### src/rtl/mux_select_sequencer.sv
// mux_select_sequencer: serialises a latched 7-bit pattern LSB-first by stepping a 3-bit mux select
//   CLOCK_50    clock, rising edge
//   resetn      asynchronous active-low reset
//   start       transfer request, sampled only while idle
//   pattern_in  data to serialise; bit i is emitted while s==i
//   len         bits to emit, 1..7 (0 means 7)
//   x           latched pattern for the mux data inputs
//   s           mux select, 0..6
//   valid       s/x present a live bit
//   busy        from start acceptance until the done cycle
//   done        one-cycle pulse after the last bit period
module mux_select_sequencer #(
    parameter int TICK_DIV  = 25_000_000,
    parameter int DIV_WIDTH = 25
) (
    input  logic       CLOCK_50,
    input  logic       resetn,
    input  logic       start,
    input  logic [6:0] pattern_in,
    input  logic [2:0] len,
    output logic [6:0] x,
    output logic [2:0] s,
    output logic       valid,
    output logic       busy,
    output logic       done
);
    typedef enum logic [1:0] {IDLE, RUN, DONE} state_t;
    localparam logic [DIV_WIDTH-1:0] DIV_LAST = DIV_WIDTH'(TICK_DIV - 1);
    state_t               state;
    logic [DIV_WIDTH-1:0] divider;
    logic [2:0]           len_r;
    logic                 tick;
    assign tick = divider == DIV_LAST;
    always_ff @(posedge CLOCK_50 or negedge resetn) begin
        if (!resetn) begin
            state   <= IDLE;
            x       <= '0;
            s       <= '0;
            valid   <= 1'b0;
            busy    <= 1'b0;
            done    <= 1'b0;
            divider <= '0;
            len_r   <= '0;
        end else begin
            case (state)
                IDLE: if (start) begin
                    x       <= pattern_in;
                    len_r   <= (len == 3'd0) ? 3'd7 : len;
                    s       <= '0;
                    divider <= '0;
                    valid   <= 1'b1;
                    busy    <= 1'b1;
                    state   <= RUN;
                end
                RUN: if (!tick) begin
                    divider <= divider + DIV_WIDTH'(1);
                end else if (s == len_r - 3'd1) begin
                    valid   <= 1'b0;
                    busy    <= 1'b0;
                    done    <= 1'b1;
                    s       <= '0;
                    divider <= '0;
                    state   <= DONE;
                end else begin
                    s       <= s + 3'd1;
                    divider <= '0;
                end
                DONE: begin
                    done  <= 1'b0;
                    state <= IDLE;
                end
                default: state <= IDLE;
            endcase
        end
    end
endmodule

### config.mk
export PLATFORM = sky130hd
export DESIGN_NAME = mux_select_sequencer
export DESIGN_NICKNAME = d
export VERILOG_FILES = /design/src/rtl/mux_select_sequencer.sv
export SDC_FILE = /design/constraint.sdc
export NUM_CORES = 1
export LEC_CHECK = 0
export CAP_MARGIN = 20
export CORE_MARGIN = 1.5
export CORE_UTILIZATION = 50
export CTS_BUF_LIST = sky130_fd_sc_hd__clkbuf_4 sky130_fd_sc_hd__clkbuf_8 sky130_fd_sc_hd__clkbuf_16
export CTS_CLUSTER_SIZE = 16
export DETAILED_ROUTE_END_ITERATION = 10
export PLACE_DENSITY = 0.76
export SLEW_MARGIN = 15
export SYNTH_ARGS = -nofsm -noshare
export SYNTH_HDL_FRONTEND = slang
export SYNTH_SLANG_ARGS = --single-unit
export TNS_END_PERCENT = 30
### constraint.sdc
create_clock -name CLOCK_50 -period 2.3 [get_ports CLOCK_50]
set_clock_uncertainty 0.15 [all_clocks]
set_input_delay 0.345 -clock CLOCK_50 [delete_from_list [all_inputs] [get_ports CLOCK_50]]
set_output_delay 0.345 -clock CLOCK_50 [all_outputs]
set_load 0.01 [all_outputs]
==> run_results.csv, run 1 <==
group,metric,value,unit
worst_setup_path,r2r_slack,0.16,ns
place,dp_hpwl,3.19,mm
synth,synthCells,230,
finish,antenna_cells,0,
worst_setup_path,crit_type,"reg2reg",
worst_setup_path,worst_setup_path_start_kind,"register",
detailed_routing,avgViaCountPerCell,5.83,
cts,cts_buffers,5,
worst_setup_path,path_max_fanout,12,
cts,post-cts-setup-buffer-count,0,
synth,avgSynthCellArea,9.69,um2
power_and_ir_drop,vdd_ir_drop_max,0.000490,V
floorplan,die-area,4870,um2
outcome,status,"completed",
detailed_routing,drc,0,
synth,synthDominantCellAreaShare,47.1,%
finish,fin_nets,271,
power_and_ir_drop,power.leakage,1.19,nW
worst_setup_path,arrival,2.23,ns
place,gp_congestion,0.834,
sta,maxSlewViolCount,0,
finish,fill_cells,365,
grt,grt_pass1_vias,1749,
detailed_routing,num_vias,1795,
floorplan,die_h,69.8,um
power_and_ir_drop,p_per_area,863,nW/um2
synth,synth_flop_cell,"dfrtp_1",
cts,clk_path_buf_depth,2,
detailed_routing,wire_per_inst,14.8,um
floorplan,initial_utilization,51.6,%
grt,grt_max_degree,28,
floorplan,ios,26,
floorplan,num_rows,24,
detailed_routing,routed_wirelength,4.57,mm
worst_setup_path,crit_required,2.39,ns
synth,yosysWarnings,0,
cts,cts_tree,"yes",
place,io_buffer_count,25,
synth,synth_seq_area_share,47.1,%
floorplan,placeableCoreArea,4320,um2
detailed_routing,antenna_left,0,
cts,clock_latency,0.30,ns
sta,rsz0062_at_grt,"no",
synth,synth_top_area_cell,"dfrtp_1",
hold_path,hp-class,"reg2reg",
sta,finalSetupTns,0,ns
grt,grt_pass1_wl,8.02,mm
sta,min_period,2.14,ns
cts,clk_pin_slew,0.08,ns
sta,hold_violations,0,
cts,cts-root-buf,"clkbuf_8",
synth,synthArstFlopShare,100,%
synth,synth.cell_area,2230,um2
job,maxCapViolCount,0,
grt,grt_overflow,0,
detailed_routing,dr.pass1.iters,4,
grt,track_usage,20.5,%
synth,synth.ff_latch_count,42,
worst_setup_path,cp-end-kind,"register",
cts,ctsHtreeMaxLevel,2,
sta,tightestPinTransition,0.504,ns
grt,antenna_found_initial,0,
sta,whs,0.349,ns
sta,max_clock_freq,468,MHz
synth,netlist_top_cells_area,"dfrtp_1 47%, a31oi_1 4.2%, nand2_1 3.7%",
sta,finalCritPeriodShare,92.9,%
synth,synth_fp_nets,246,
floorplan,die_w,69.8,um
synth,synth.most_common_cell,"dfrtp_1",
finish,final_layout_size_suffix_gt1_share,10.9,%
sta,max_slew_margin,66.2,%
detailed_routing,drt_iter0_drc,129,
cts,clock_sinks,42,
finish,area_growth,19.3,%
synth,synth_commonest_cells,"42 x dfrtp_1, 22 x nand2_1, 15 x a21oi_1, 15 x a31oi_1, 12 x nand3_1",
sta,setup_viol,0,
synth,synth_edf_count,0,
synth,yosys.cell_types.count,45,
==> final cells by class <==
class | count | area, um2 | share of cell area [%]
Timing Repair Buffer | 32 | 325 | 12.2
Inverter | 11 | 41.3 | 1.55
Multi-Input combinational cell | 163 | 1030 | 38.9
Tap cell | 52 | 65.1 | 2.45
Clock buffer | 6 | 82.6 | 3.10
Clock inverter | 2 | 60.1 | 2.26
Sequential cell | 42 | 1050 | 39.5
==> layout by cell type (no fill, tap or decap), types with 4 or more instances in the layout <==
cell type,synthesis,layout
and3_1,8,8
clkbuf_8,0,6
and4_1,4,4
dfrtp_1,42,42
o21ai_0,10,10
a31oi_1,15,15
nand2_1,22,22
nand3_1,12,12
clkdlybuf4s50_1,0,24
or3_1,5,5
a21oi_1,15,15
mux2_2,7,7
o21ai_1,6,6
inv_1,11,11
nand4_1,5,5
nor2_1,9,9
buf_4,3,4
nand2b_1,4,4
==> repair_timing <==
action                                 CTS  global route
hold buffers                             1             0
endpoints found under the hold margin   20             0
resized for setup                        0             0
==> kinds of logic (layout without fill, tap and decap cells) <==
logic type	count (synthesis)	after routing	synth area share (%)
AO/OA/AOI/OAI	63	63	17.3
XOR/XNOR	4	4	1.57
adder cells (fa/ha/maj)	3	3	1.68
buffers and inverters	25	51	6.45
flip-flops	42	42	47.1
multiplexers	10	10	4.88
AND/OR/NAND/NOR	83	83	20.9
==> state kept, by name (all words and copies together) (netlist names) <==
register	count
busy	1
divider	25
done	1
len_r	3
s	3
state	2
x	7
==> layer usage <==
metal,global-route usage [%],up-vias,wire [um]
met5,0,-,0
met2,33.2,31,2250
met3,5.23,4,154
met4,6.20,0,46
li1,-,897,-
met1,27.0,863,2110
==> through the flow <==
stage	area [um2]	utilization (%)	power [mW]	setup slack, ns	std cells
2_1_floorplan	2230	-	1.38	0.363	230
3_3_place_gp	2510	58.0	1.56	0.239	299
3_5_place_dp	2510	58.0	1.57	0.180	299
4_1_cts	2660	61.5	2.31	0.165	308
5_1_grt	2660	61.5	2.43	0.0287	308
6_report	2660	61.5	2.30	0.164	308
==> power by group <==
group,total (mW),switching [mW],internal [mW]
clock network,0.729,0.266,0.463
registers,1.12,0.212,0.904
logic,0.451,0.203,0.249
total,2.30,0.681,1.62
==> path summary, 6_finish.rpt <==
path / from / end / depth (start not counted)
setup / recovery: divider[0]$_DFFE_PN0P_ / divider[21]$_DFFE_PN0P_ / 6
hold / removal: divider[12]$_DFFE_PN0P_ / divider[12]$_DFFE_PN0P_ / 1
setup reg to reg: divider[0]$_DFFE_PN0P_ / divider[21]$_DFFE_PN0P_ / 6
hold reg to reg: divider[12]$_DFFE_PN0P_ / divider[12]$_DFFE_PN0P_ / 1
max in group asynchronous: resetn / divider[2]$_DFFE_PN0P_ / 3
min in group asynchronous: resetn / divider[15]$_DFFE_PN0P_ / 2
==> worst max-delay path: stages, from the launching register on <==
cell,delay (ns)
dfrtp_1,0.45
ha_1,0.26
and3_1,0.22
and4_1,0.19
a21o_1,0.28
or4_1,0.43
nand3_1,0.09
No activity file was read; power rests on OpenSTA's default activity.
==> run 2: changes to the inputs <==
- CORE_MARGIN: 1.5 -> 3
==> run_results.csv, run 2 (synthesis results as in run 1) <==
group,metric,value,unit
job,maxCapViolCount,0,
worst_setup_path,cp-end-kind,"register",
worst_setup_path,crit_type,"reg2reg",
place,io_buffer_count,25,
sta,rsz0062_at_grt,"no",
sta,min_period,2.15,ns
cts,clock_sinks,42,
cts,cts_tree,"yes",
cts,post_cts_resized,0,
detailed_routing,avgViaCountPerCell,5.83,
grt,antenna_found_initial,0,
detailed_routing,num_vias,1789,
cts,clk_path_buf_depth,2,
power_and_ir_drop,total_power,2.08,mW
floorplan,die_w,72.8,um
worst_setup_path,arrival,2.24,ns
power_and_ir_drop,p_per_area,801,nW/um2
cts,post-cts-setup-buffer-count,0,
sta,max_clock_freq,465,MHz
worst_setup_path,r2r-end,"divider[21]$_DFFE_PN0P_",
floorplan,initial_utilization,53.8,%
sta,hold_violations,0,
worst_setup_path,r2r_start,"divider[0]$_DFFE_PN0P_",
cts,ctsHtreeMaxLevel,2,
cts,clk_pin_slew,0.08,ns
finish,area_growth,16.3,%
worst_setup_path,worst_setup_path_start_kind,"register",
sta,setup_viol,0,
floorplan,placeableCoreArea,4140,um2
worst_setup_path,slowest_stage,"dfrtp_1",
place,gp_congestion,0.826,
detailed_routing,antenna_left,0,
grt,grt_pass1_wl,8.22,mm
cts,cts_buffers,5,
hold_path,hold_start,"divider[14]$_DFFE_PN0P_",
finish,antenna_cells,0,
worst_setup_path,path_max_fanout,12,
finish,final_common_cell,"dfrtp_1",
sta,max_slew_margin,63.4,%
floorplan,ios,26,
worst_setup_path,crit_required,2.39,ns
outcome,status,"completed",
detailed_routing,drc,0,
detailed_routing,routed_wirelength,4.65,mm
worst_setup_path,r2r_slack,0.15,ns
sta,finalSetupTns,0,ns
hold_path,worstHoldEndpoint,"divider[14]$_DFFE_PN0P_",
detailed_routing,drt_iter0_drc,152,
finish,largest_registers,"divider (25), x (7)",
detailed_routing,dr.pass1.iters,4,
grt,grt_max_degree,43,
sta,finalCritPeriodShare,93.5,%
finish,final_cell_mix,"42 x dfrtp_1, 24 x clkdlybuf4s50_1, 22 x nand2_1, 15 x a21oi_1, 15 x a31oi_1",
floorplan,die-area,5300,um2
cts,clock_latency,0.30,ns
finish,regMostFlops,"divider",
sta,tightestPinTransition,0.546,ns
place,dp_hpwl,3.10,mm
grt,grt_overflow,0,
worst_setup_path,crit_chain,"ha_1 > and3_1 > and4_1 > a21o_1 > or4_1 > nand3_1",
grt,track_usage,19.9,%
finish,final_layout_size_suffix_gt1_share,11.3,%
hold_path,hp-class,"reg2reg",
floorplan,die_h,72.8,um
power_and_ir_drop,power.leakage,1.16,nW
worst_setup_path,reg2regPathDepth,6,
hold_path,holdPathStages,1,
cts,cts-root-buf,"clkbuf_8",
sta,maxSlewViolCount,0,
worst_setup_path,critPathMaxStageDelay,0.44,ns
power_and_ir_drop,vdd_ir_drop_max,0.000555,V
floorplan,num_rows,23,
grt,grt_pass1_vias,1738,
finish,largest_register_ffs,25,
detailed_routing,wire_per_inst,15.2,um
finish,fin_nets,272,
==> run 2: changes by cell type in the layout (fill, tap and decap cells not counted), sizes merged <==
cell / before / now
clkbuf: 6 / 7
buf: 7 / 8
clkinv: 0 / 1
bufinv: 2 / 0
==> run 2: layout make-up <==
class	instances	area, um2
Timing Repair Buffer	33	308
Inverter	11	41.3
Sequential cell	42	1050
Multi-Input combinational cell	163	1030
Clock inverter	1	5.00
Fill cell	347	1550
Clock buffer	7	90.1
Tap cell	50	62.6
==> run 2: worst max-delay path: cells and delay by family, from the launching register on <==
family / cells / cell delay, ns
flops: 1 / 0.44
compound gates: 1 / 0.30
simple gates: 4 / 0.95
fa+ha+maj: 1 / 0.26
==> run 2: worst max-delay path by stage <==
stage	startpoint	to	slack (ns)	cells after the start
global route	divider[0]$_DFFE_PN0P_	divider[21]$_DFFE_PN0P_	0.05	6
CTS	divider[0]$_DFFE_PN0P_	divider[21]$_DFFE_PN0P_	0.18	6
floorplan	divider[0]$_DFFE_PN0P_	divider[18]$_DFFE_PN0P_	0.36	7
detailed placement	divider[0]$_DFFE_PN0P_	divider[21]$_DFFE_PN0P_	0.20	6
finish	divider[0]$_DFFE_PN0P_	divider[21]$_DFFE_PN0P_	0.15	6
global placement	divider[0]$_DFFE_PN0P_	divider[21]$_DFFE_PN0P_	0.23	6
==> run 2: stage by stage <==
stage	cells	worst slack (ns)	area, um2	utilization [%]	hold WS, ns
2_1_floorplan	230	0.363	2230	-	-0.101
3_3_place_gp	298	0.225	2490	60.0	0.300
3_5_place_dp	298	0.197	2490	60.0	0.299
4_1_cts	307	0.180	2590	62.6	0.337
5_1_grt	307	0.0503	2590	62.6	0.352
6_report	307	0.150	2590	62.6	0.337
==> run 2: routing by layer <==
layer  share of wire [%]  global-route usage, %  up-vias
li1                    -                      -      901
met1                  48                   26.9      843
met2                  47                   31.4       37
met3                 3.8                   4.96        8
met4                 1.7                   6.56        0
met5                   0                      0        -
==> run 2: power by group <==
group | total, mW | internal [mW] | leakage, nW | switching (mW)
combinational | 0.459 | 0.248 | 0.615 | 0.212
clock | 0.504 | 0.254 | 0.0517 | 0.250
sequential | 1.11 | 0.904 | 0.499 | 0.209
total | 2.08 | 1.41 | 1.16 | 0.671
==> run 2: repair_timing <==
| item | CTS | global route |
|---|---|---|
| hold buffers | 1 | 0 |
| endpoints found under the setup margin | 0 | 0 |
| endpoints found under the hold margin | 42 | 0 |
